### src/rtl/regfile_wb_pkg.sv
// Package: regfile_wb_pkg
// Shared types for the write-back stage that feeds the register file.
//  - wb_state_t : load tracking state (idle / one load outstanding)
//  - wb_sel_t   : which producer owns the register-file write port this cycle
//  - ptr_width  : safe pointer width for a FIFO of a given depth (never 0)
package regfile_wb_pkg;

  typedef enum logic {WB_IDLE, WB_LOAD_PEND} wb_state_t;

  typedef enum logic [1:0] {SEL_NONE, SEL_MEM, SEL_QUEUE, SEL_ALU} wb_sel_t;

  function automatic int unsigned ptr_width(input int unsigned depth);
    return (depth > 1) ? $clog2(depth) : 1;
  endfunction

endpackage

### src/rtl/regfile_writeback_if.sv
// Interface: regfile_writeback_if
// Bundles every non-clock/reset signal of the write-back stage.
//  master : producers, decode and register file side (drives requests, reads results)
//  slave  : the write-back stage itself
//  ALU    : AluValid/AluAddr/AluData in, AluReady out
//  Load   : LdIssue/LdDest in, LdIssueReady out; MemValid/MemData return path
//  Hazard : RaddrA/RaddrB in, Stall out
//  RegFile: WriteEn/Waddr/DataIn out (registered)
interface regfile_writeback_if #(
  parameter int W = 8,
  parameter int A = 2
);
  logic         AluValid;
  logic [A-1:0] AluAddr;
  logic [W-1:0] AluData;
  logic         AluReady;
  logic         LdIssue;
  logic [A-1:0] LdDest;
  logic         LdIssueReady;
  logic         MemValid;
  logic [W-1:0] MemData;
  logic [A-1:0] RaddrA;
  logic [A-1:0] RaddrB;
  logic         Stall;
  logic         WriteEn;
  logic [A-1:0] Waddr;
  logic [W-1:0] DataIn;

  modport master (
    output AluValid, AluAddr, AluData, LdIssue, LdDest, MemValid, MemData, RaddrA, RaddrB,
    input  AluReady, LdIssueReady, Stall, WriteEn, Waddr, DataIn
  );

  modport slave (
    input  AluValid, AluAddr, AluData, LdIssue, LdDest, MemValid, MemData, RaddrA, RaddrB,
    output AluReady, LdIssueReady, Stall, WriteEn, Waddr, DataIn
  );
endinterface

### src/rtl/regfile_writeback_queue.sv
// Module: wb_queue
// Small {addr,data} FIFO holding ALU results that lost the write port to a
// load return. Head is read combinationally so it can be selected the same
// cycle it is popped.
//  clk, rst_n              : clock, asynchronous active-low reset
//  push/push_addr/push_data: enqueue (caller guarantees not full)
//  pop                     : dequeue head (caller guarantees not empty)
//  head_addr/head_data     : current head entry
//  count                   : registered occupancy
//  entry_addr/entry_valid  : every slot, for the decode hazard compare
module wb_queue
  import regfile_wb_pkg::*;
#(
  parameter int W     = 8,
  parameter int A     = 2,
  parameter int DEPTH = 2,
  parameter int CW    = $clog2(DEPTH + 1)
) (
  input  logic                    clk,
  input  logic                    rst_n,
  input  logic                    push,
  input  logic [A-1:0]            push_addr,
  input  logic [W-1:0]            push_data,
  input  logic                    pop,
  output logic [A-1:0]            head_addr,
  output logic [W-1:0]            head_data,
  output logic [CW-1:0]           count,
  output logic [DEPTH-1:0][A-1:0] entry_addr,
  output logic [DEPTH-1:0]        entry_valid
);
  localparam int PW = ptr_width(DEPTH);
  localparam logic [PW-1:0] LAST = PW'(DEPTH - 1);

  logic [PW-1:0]  wr_ptr_reg, rd_ptr_reg;
  logic [CW-1:0]  count_reg;
  logic [DEPTH-1:0] valid_reg;
  logic [A-1:0]   addr_mem [DEPTH];
  logic [W-1:0]   data_mem [DEPTH];

  // Explicit wrap so non-power-of-two depths work.
  function automatic logic [PW-1:0] next_ptr(input logic [PW-1:0] p);
    return (p == LAST) ? '0 : p + PW'(1);
  endfunction

  always_ff @(posedge clk or negedge rst_n) begin
    if (!rst_n) begin
      wr_ptr_reg <= '0;
      rd_ptr_reg <= '0;
      count_reg  <= '0;
      valid_reg  <= '0;
    end else begin
      // Push and pop never target the same slot: pop needs count>0 and
      // push needs count<DEPTH, so the pointers differ whenever both fire.
      if (push) begin
        wr_ptr_reg            <= next_ptr(wr_ptr_reg);
        valid_reg[wr_ptr_reg] <= 1'b1;
      end
      if (pop) begin
        rd_ptr_reg            <= next_ptr(rd_ptr_reg);
        valid_reg[rd_ptr_reg] <= 1'b0;
      end
      case ({push, pop})
        2'b10:   count_reg <= count_reg + CW'(1);
        2'b01:   count_reg <= count_reg - CW'(1);
        default: count_reg <= count_reg;
      endcase
    end
  end

  // Storage carries no reset; valid_reg qualifies every slot.
  always_ff @(posedge clk) begin
    if (push) begin
      addr_mem[wr_ptr_reg] <= push_addr;
      data_mem[wr_ptr_reg] <= push_data;
    end
  end

  assign head_addr   = addr_mem[rd_ptr_reg];
  assign head_data   = data_mem[rd_ptr_reg];
  assign count       = count_reg;
  assign entry_valid = valid_reg;

  for (genvar gi = 0; gi < DEPTH; gi++) begin : g_entry
    assign entry_addr[gi] = addr_mem[gi];
  end
endmodule

### src/rtl/regfile_writeback.sv
// Module: regfile_writeback
// Write-back stage, sole driver of the register file write port. Merges
// single-cycle ALU results with one outstanding multi-cycle load, queues ALU
// results while a load return owns the port, and raises Stall whenever decode
// would read a register that still has a write in flight.
//  Clk   : clock, posedge
//  Reset : asynchronous, active-low
//  bus   : regfile_writeback_if.slave (ALU, load issue/return, hazard, RegFile)
module regfile_writeback
  import regfile_wb_pkg::*;
#(
  parameter int W     = 8,
  parameter int A     = 2,
  parameter int DEPTH = 2
) (
  input  logic                 Clk,
  input  logic                 Reset,
  regfile_writeback_if.slave   bus
);
  localparam int CW = $clog2(DEPTH + 1);

  wb_state_t              state_reg;
  logic [A-1:0]           pend_q;
  logic                   write_en_reg;
  logic [A-1:0]           waddr_reg;
  logic [W-1:0]           data_in_reg;

  logic [A-1:0]           q_head_addr;
  logic [W-1:0]           q_head_data;
  logic [CW-1:0]          q_count;
  logic [DEPTH-1:0][A-1:0] q_addr;
  logic [DEPTH-1:0]       q_valid;
  logic [DEPTH-1:0]       q_hit;

  logic    pending, load_ret, q_empty, alu_ready, alu_acc;
  logic    q_push, q_pop, pend_hit, wr_hit;
  wb_sel_t sel;

  assign pending  = (state_reg == WB_LOAD_PEND);
  assign load_ret = pending && bus.MemValid;
  assign q_empty  = (q_count == '0);

  // Registered count only; the address term keeps a younger ALU write to the
  // load's destination from landing before the load data.
  assign alu_ready = (q_count < CW'(DEPTH)) && !(pending && (bus.AluAddr == pend_q));
  assign alu_acc   = bus.AluValid && alu_ready;

  always_comb begin
    sel = SEL_NONE;
    if (load_ret)     sel = SEL_MEM;
    else if (!q_empty) sel = SEL_QUEUE;
    else if (alu_acc)  sel = SEL_ALU;
  end

  assign q_pop  = (sel == SEL_QUEUE);
  assign q_push = alu_acc && (sel != SEL_ALU);

  wb_queue #(.W(W), .A(A), .DEPTH(DEPTH), .CW(CW)) u_queue (
    .clk         (Clk),
    .rst_n       (Reset),
    .push        (q_push),
    .push_addr   (bus.AluAddr),
    .push_data   (bus.AluData),
    .pop         (q_pop),
    .head_addr   (q_head_addr),
    .head_data   (q_head_data),
    .count       (q_count),
    .entry_addr  (q_addr),
    .entry_valid (q_valid)
  );

  // Hazard sources: pending load, every queued result, the write now on the port.
  for (genvar gi = 0; gi < DEPTH; gi++) begin : g_hit
    assign q_hit[gi] = q_valid[gi] && ((bus.RaddrA == q_addr[gi]) || (bus.RaddrB == q_addr[gi]));
  end
  assign pend_hit = pending && ((bus.RaddrA == pend_q) || (bus.RaddrB == pend_q));
  assign wr_hit   = write_en_reg && ((bus.RaddrA == waddr_reg) || (bus.RaddrB == waddr_reg));

  always_ff @(posedge Clk or negedge Reset) begin
    if (!Reset) begin
      state_reg    <= WB_IDLE;
      pend_q       <= '0;
      write_en_reg <= 1'b0;
      waddr_reg    <= '0;
      data_in_reg  <= '0;
    end else begin
      case (state_reg)
        WB_IDLE: begin
          if (bus.LdIssue) begin
            state_reg <= WB_LOAD_PEND;
            pend_q    <= bus.LdDest;
          end
        end
        WB_LOAD_PEND: begin
          // A coincident LdIssue is dropped; LdIssueReady is low here.
          if (bus.MemValid) state_reg <= WB_IDLE;
        end
        default: state_reg <= WB_IDLE;
      endcase

      case (sel)
        SEL_MEM: begin
          write_en_reg <= 1'b1;
          waddr_reg    <= pend_q;
          data_in_reg  <= bus.MemData;
        end
        SEL_QUEUE: begin
          write_en_reg <= 1'b1;
          waddr_reg    <= q_head_addr;
          data_in_reg  <= q_head_data;
        end
        SEL_ALU: begin
          write_en_reg <= 1'b1;
          waddr_reg    <= bus.AluAddr;
          data_in_reg  <= bus.AluData;
        end
        default: write_en_reg <= 1'b0;
      endcase
    end
  end

  assign bus.AluReady     = alu_ready;
  assign bus.LdIssueReady = (state_reg == WB_IDLE);
  assign bus.Stall        = pend_hit || wr_hit || (|q_hit);
  assign bus.WriteEn      = write_en_reg;
  assign bus.Waddr        = waddr_reg;
  assign bus.DataIn       = data_in_reg;
endmodule

### src/flat_wrapper.sv
// flat-port wrapper written by rule: the top's interface ports become plain ports
module regfile_writeback_flat import regfile_wb_pkg::*;
#(
  parameter int W     = 8,
  parameter int A     = 2,
  parameter int DEPTH = 2
)
  (Clk, Reset, bus_AluValid, bus_AluAddr, bus_AluData, bus_LdIssue, bus_LdDest, bus_MemValid, bus_MemData, bus_RaddrA, bus_RaddrB, bus_AluReady, bus_LdIssueReady, bus_Stall, bus_WriteEn, bus_Waddr, bus_DataIn);
  regfile_writeback_if #(.W(W), .A(A)) bus_i ();
  input  logic Clk;
  input  logic Reset;
  input wire logic [$bits(bus_i.AluValid)-1:0] bus_AluValid;
  input wire logic [$bits(bus_i.AluAddr)-1:0] bus_AluAddr;
  input wire logic [$bits(bus_i.AluData)-1:0] bus_AluData;
  input wire logic [$bits(bus_i.LdIssue)-1:0] bus_LdIssue;
  input wire logic [$bits(bus_i.LdDest)-1:0] bus_LdDest;
  input wire logic [$bits(bus_i.MemValid)-1:0] bus_MemValid;
  input wire logic [$bits(bus_i.MemData)-1:0] bus_MemData;
  input wire logic [$bits(bus_i.RaddrA)-1:0] bus_RaddrA;
  input wire logic [$bits(bus_i.RaddrB)-1:0] bus_RaddrB;
  output wire logic [$bits(bus_i.AluReady)-1:0] bus_AluReady;
  output wire logic [$bits(bus_i.LdIssueReady)-1:0] bus_LdIssueReady;
  output wire logic [$bits(bus_i.Stall)-1:0] bus_Stall;
  output wire logic [$bits(bus_i.WriteEn)-1:0] bus_WriteEn;
  output wire logic [$bits(bus_i.Waddr)-1:0] bus_Waddr;
  output wire logic [$bits(bus_i.DataIn)-1:0] bus_DataIn;
  assign bus_i.AluValid = bus_AluValid;
  assign bus_i.AluAddr = bus_AluAddr;
  assign bus_i.AluData = bus_AluData;
  assign bus_i.LdIssue = bus_LdIssue;
  assign bus_i.LdDest = bus_LdDest;
  assign bus_i.MemValid = bus_MemValid;
  assign bus_i.MemData = bus_MemData;
  assign bus_i.RaddrA = bus_RaddrA;
  assign bus_i.RaddrB = bus_RaddrB;
  assign bus_AluReady = bus_i.AluReady;
  assign bus_LdIssueReady = bus_i.LdIssueReady;
  assign bus_Stall = bus_i.Stall;
  assign bus_WriteEn = bus_i.WriteEn;
  assign bus_Waddr = bus_i.Waddr;
  assign bus_DataIn = bus_i.DataIn;
  regfile_writeback #(.W(W), .A(A), .DEPTH(DEPTH)) u_core (.Clk(Clk), .Reset(Reset), .bus(bus_i));
endmodule
### config.mk
export PLATFORM = sky130hd
export DESIGN_NAME = regfile_writeback_flat
export DESIGN_NICKNAME = d
export VERILOG_FILES = /design/src/rtl/regfile_wb_pkg.sv /design/src/rtl/regfile_writeback_if.sv /design/src/rtl/regfile_writeback_queue.sv /design/src/rtl/regfile_writeback.sv /design/src/flat_wrapper.sv
export SDC_FILE = /design/constraint.sdc
export NUM_CORES = 1
export LEC_CHECK = 0
export ABC_AREA = 1
export CAP_MARGIN = 20
export CORE_MARGIN = 2
export CORE_UTILIZATION = 50
export CTS_CLUSTER_DIAMETER = 50
export DETAILED_ROUTE_END_ITERATION = 10
export GPL_TIMING_DRIVEN = 0
export PLACE_DENSITY = 0.8
export SYNTH_ARGS = -nofsm -noshare
export SYNTH_HDL_FRONTEND = slang
export SYNTH_SLANG_ARGS = --single-unit
### constraint.sdc
create_clock -name Clk -period 2.4 [get_ports Clk]
set_clock_uncertainty 0.15 [all_clocks]
set_input_delay 0.48 -clock Clk [delete_from_list [all_inputs] [get_ports Clk]]
set_output_delay 0.48 -clock Clk [all_outputs]
set_load 0.02 [all_outputs]
==> results.ini <==
[run_status]
outcome = complete, no violations

[timing]
period_minus_slack_ps = 2270
fin_ws_ps = 129
fmax_mhz = 440
tns_ps = 0
maxSlewViolCount = 0
final_hold_viol_count = 0
rsz0062_at_grt = yes
slew-limit-headroom = 0.375
period_share = 0.946
hold-worst-slack_ps = 362
setup_viol = 0
worst_pin_slew_ps = 935

[power_and_ir_drop]
power.internal_mw = 1.84
irDropWorstVdd_v = 0.000468
combPwrFrac = 0.496
power_mw = 3.12
seq_power_share = 0.354
p_leak_nw = 1.25
power_density_nw_per_um2 = 1150
switching_share = 0.410
power_switching_mw = 1.28
p_clk_frac = 0.150

[finish]
drive_above_1_share = 0.126
largest_reg_flops = 16
final_cells = 335
design_area_um2 = 2720
areaGrowthSynthToFinish_pct = 28.7
largest-register = u_core.u_queue.data_mem
layout_commonest_cell = nand2_1
final_cell_mix = nand2_1 (78), clkdlybuf4s50_1 (34), inv_1 (20), edfxtp_1 (20), dfrtp_1 (19)
post-route-util = 0.674
nets = 314
n_antenna_cell = 0
fillers = 337

[global_routing]
antenna_found_initial = 0
grt_max_degree = 21
grt_pass1_wl_um = 7470
grt_pass1_vias = 1579
globalRouteOverflowTotal = 0
grt_use_total = 0.222

[hold_path]
min_path_type = reg2reg
worstHoldPathCells = 2

[yosys]
ys_ff_latch = 40
yosysSeqAreaShare = 0.522
yosysUniqueCellTypes = 25
yosys.area_share.simple = 0.272
synthArstFlopShare = 0.500
synth_flop_cell = edfxtp_1
syn-cell-area_um2 = 2110
synth.area.mux_share = 0.00534
yosysWarnings = 0
synth-xor-area-share = 0.0747
synth_fa_ha_area_frac = 0.00593
synth_compound_area_frac = 0.0522
avgSynthCellArea_um2 = 8.98
synthesis.nets = 265
synth_edf_count = 20
synth_top_family_by_area = simple AND/OR/NAND/NOR gates
syn_inst = 235

[clock_network]
clkSinkCount = 40
cts_hold_buffers = 0
clk_pin_slew_ps = 80
root_buffer = clkbuf_8
h-tree-depth = 2
clock_latency_ps = 290
cts.path.max_buffers = 2
cts_made_buffers = 5
cts_tree = done

[route]
wl_met1_um = 2020
highest_layer = met4
wl_met2_um = 2270
dr_wl_met3_um = 302
firstDrtPassIters = 4
vias = 1731
final_antenna_net_count = 0
vias_per_cell = 5.17
drc = 0
drt_iter0_markers = 92
drt_wl_total_um = 4660
wl_per_cell_um = 13.9

[die]
die_h_um = 69.0
initial_core_util = 0.524
die_x_um = 69.0
core_area_um2 = 4030
ios = 43
die-area_um2 = 4750
row_count = 23

[placement]
io_buffers = 42
preCtsSetupSlack_ps = -636
finalWeightedCongestion = 0.850
dp_hpwl_um = 3430
placed_cells = 327
postPlaceCellArea_um2 = 2590

[job]
cap_violations = 0

[critical_path]
cp.arrival_ps = 2290
cp-end-kind = flop
worstSetupStartpointType = flop
cp_data_required_time_ps = 2420
reg2reg_depth = 11
crit_path_max_fanout = 6
crit_type = reg2reg

layout make-up:
| class | count | area, um^2 | area share |
|---|---|---|---|
| multi-input combinational | 163 | 890 | 0.328 |
| sequential | 40 | 1100 | 0.406 |
| tap | 50 | 62.6 | 0.0230 |
| clock buffer | 7 | 86.3 | 0.0318 |
| inverter | 25 | 97.6 | 0.0359 |
| buffer | 7 | 53.8 | 0.0198 |
| timing repair buffer | 42 | 417 | 0.153 |
| clock inverter | 1 | 6.26 | 0.00230 |
power groups by stage:
stage | clock, mW | sequential, mW | combinational (mW)
after global routing | 0.501 | 1.13 | 1.75
after detailed placement | 0 | 1.11 | 1.53
after floorplan | 0 | 1.19 | 0.896
after global placement | 0 | 1.10 | 1.49
after CTS | 0.477 | 1.10 | 1.53
final | 0.469 | 1.10 | 1.54
cells in the mapped netlist (all sizes together) (3+ instances only):
cell,number,area (um^2)
nand4,11,68.8
xor2,17,149
o211ai,6,45.0
buf,4,38.8
edfxtp,20,601
clkbuf,3,11.3
o22ai,4,25.0
inv,25,93.8
o21ai,4,20.0
dfrtp,20,500
nand3,7,47.6
or2,6,37.5
nand2,84,340
nor2,17,78.8
a21oi,4,20.0
critical path, stage by stage, from the launching register on:
cell     delay, ps
dfrtp_1        480
nor2_2         190
nor2_4          60
nand2_2         90
nand4_1        210
nor2_4         210
nor2_1          90
inv_1           70
ha_1           240
a21oi_1        120
o21ai_1         90
xor2_1         150
kinds of logic (layout without fill, tap and decap cells):
logic type	count (synthesis)	after routing
flops	40	40
xor+xnor	18	18
mux	1	1
compound gates	18	18
simple gates	125	125
fa+ha+maj	1	1
buf+inv	32	82
what timing repair did:
action	CTS	global route
gates cloned	0	0
buffers inserted	0	0
pin swaps	0	0
endpoints found under the setup margin	24	12
resized for setup	15	8
path summary, 6_finish.rpt:
path                                 startpoint                             to  slack (ps)
min reg2reg                u_core.bus.DataIn[5]           u_core.bus.DataIn[5]         360
max                            u_core.pend_q[0]        u_core.u_queue.count[1]         130
min in group asynchronous                 Reset  u_core.u_queue.entry_valid[1]         560
max reg2reg                    u_core.pend_q[0]        u_core.u_queue.count[1]         130
min                        u_core.bus.DataIn[5]           u_core.bus.DataIn[5]         360
max in group asynchronous                 Reset               u_core.pend_q[1]         920
metal layers:
metal | global-route usage | vias up
met5 | 0 | -
met4 | 0.110 | 0
met3 | 0.0373 | 6
met2 | 0.357 | 64
met1 | 0.290 | 807
li1 | - | 854
Note: power is estimated with default switching activity, not from simulation.
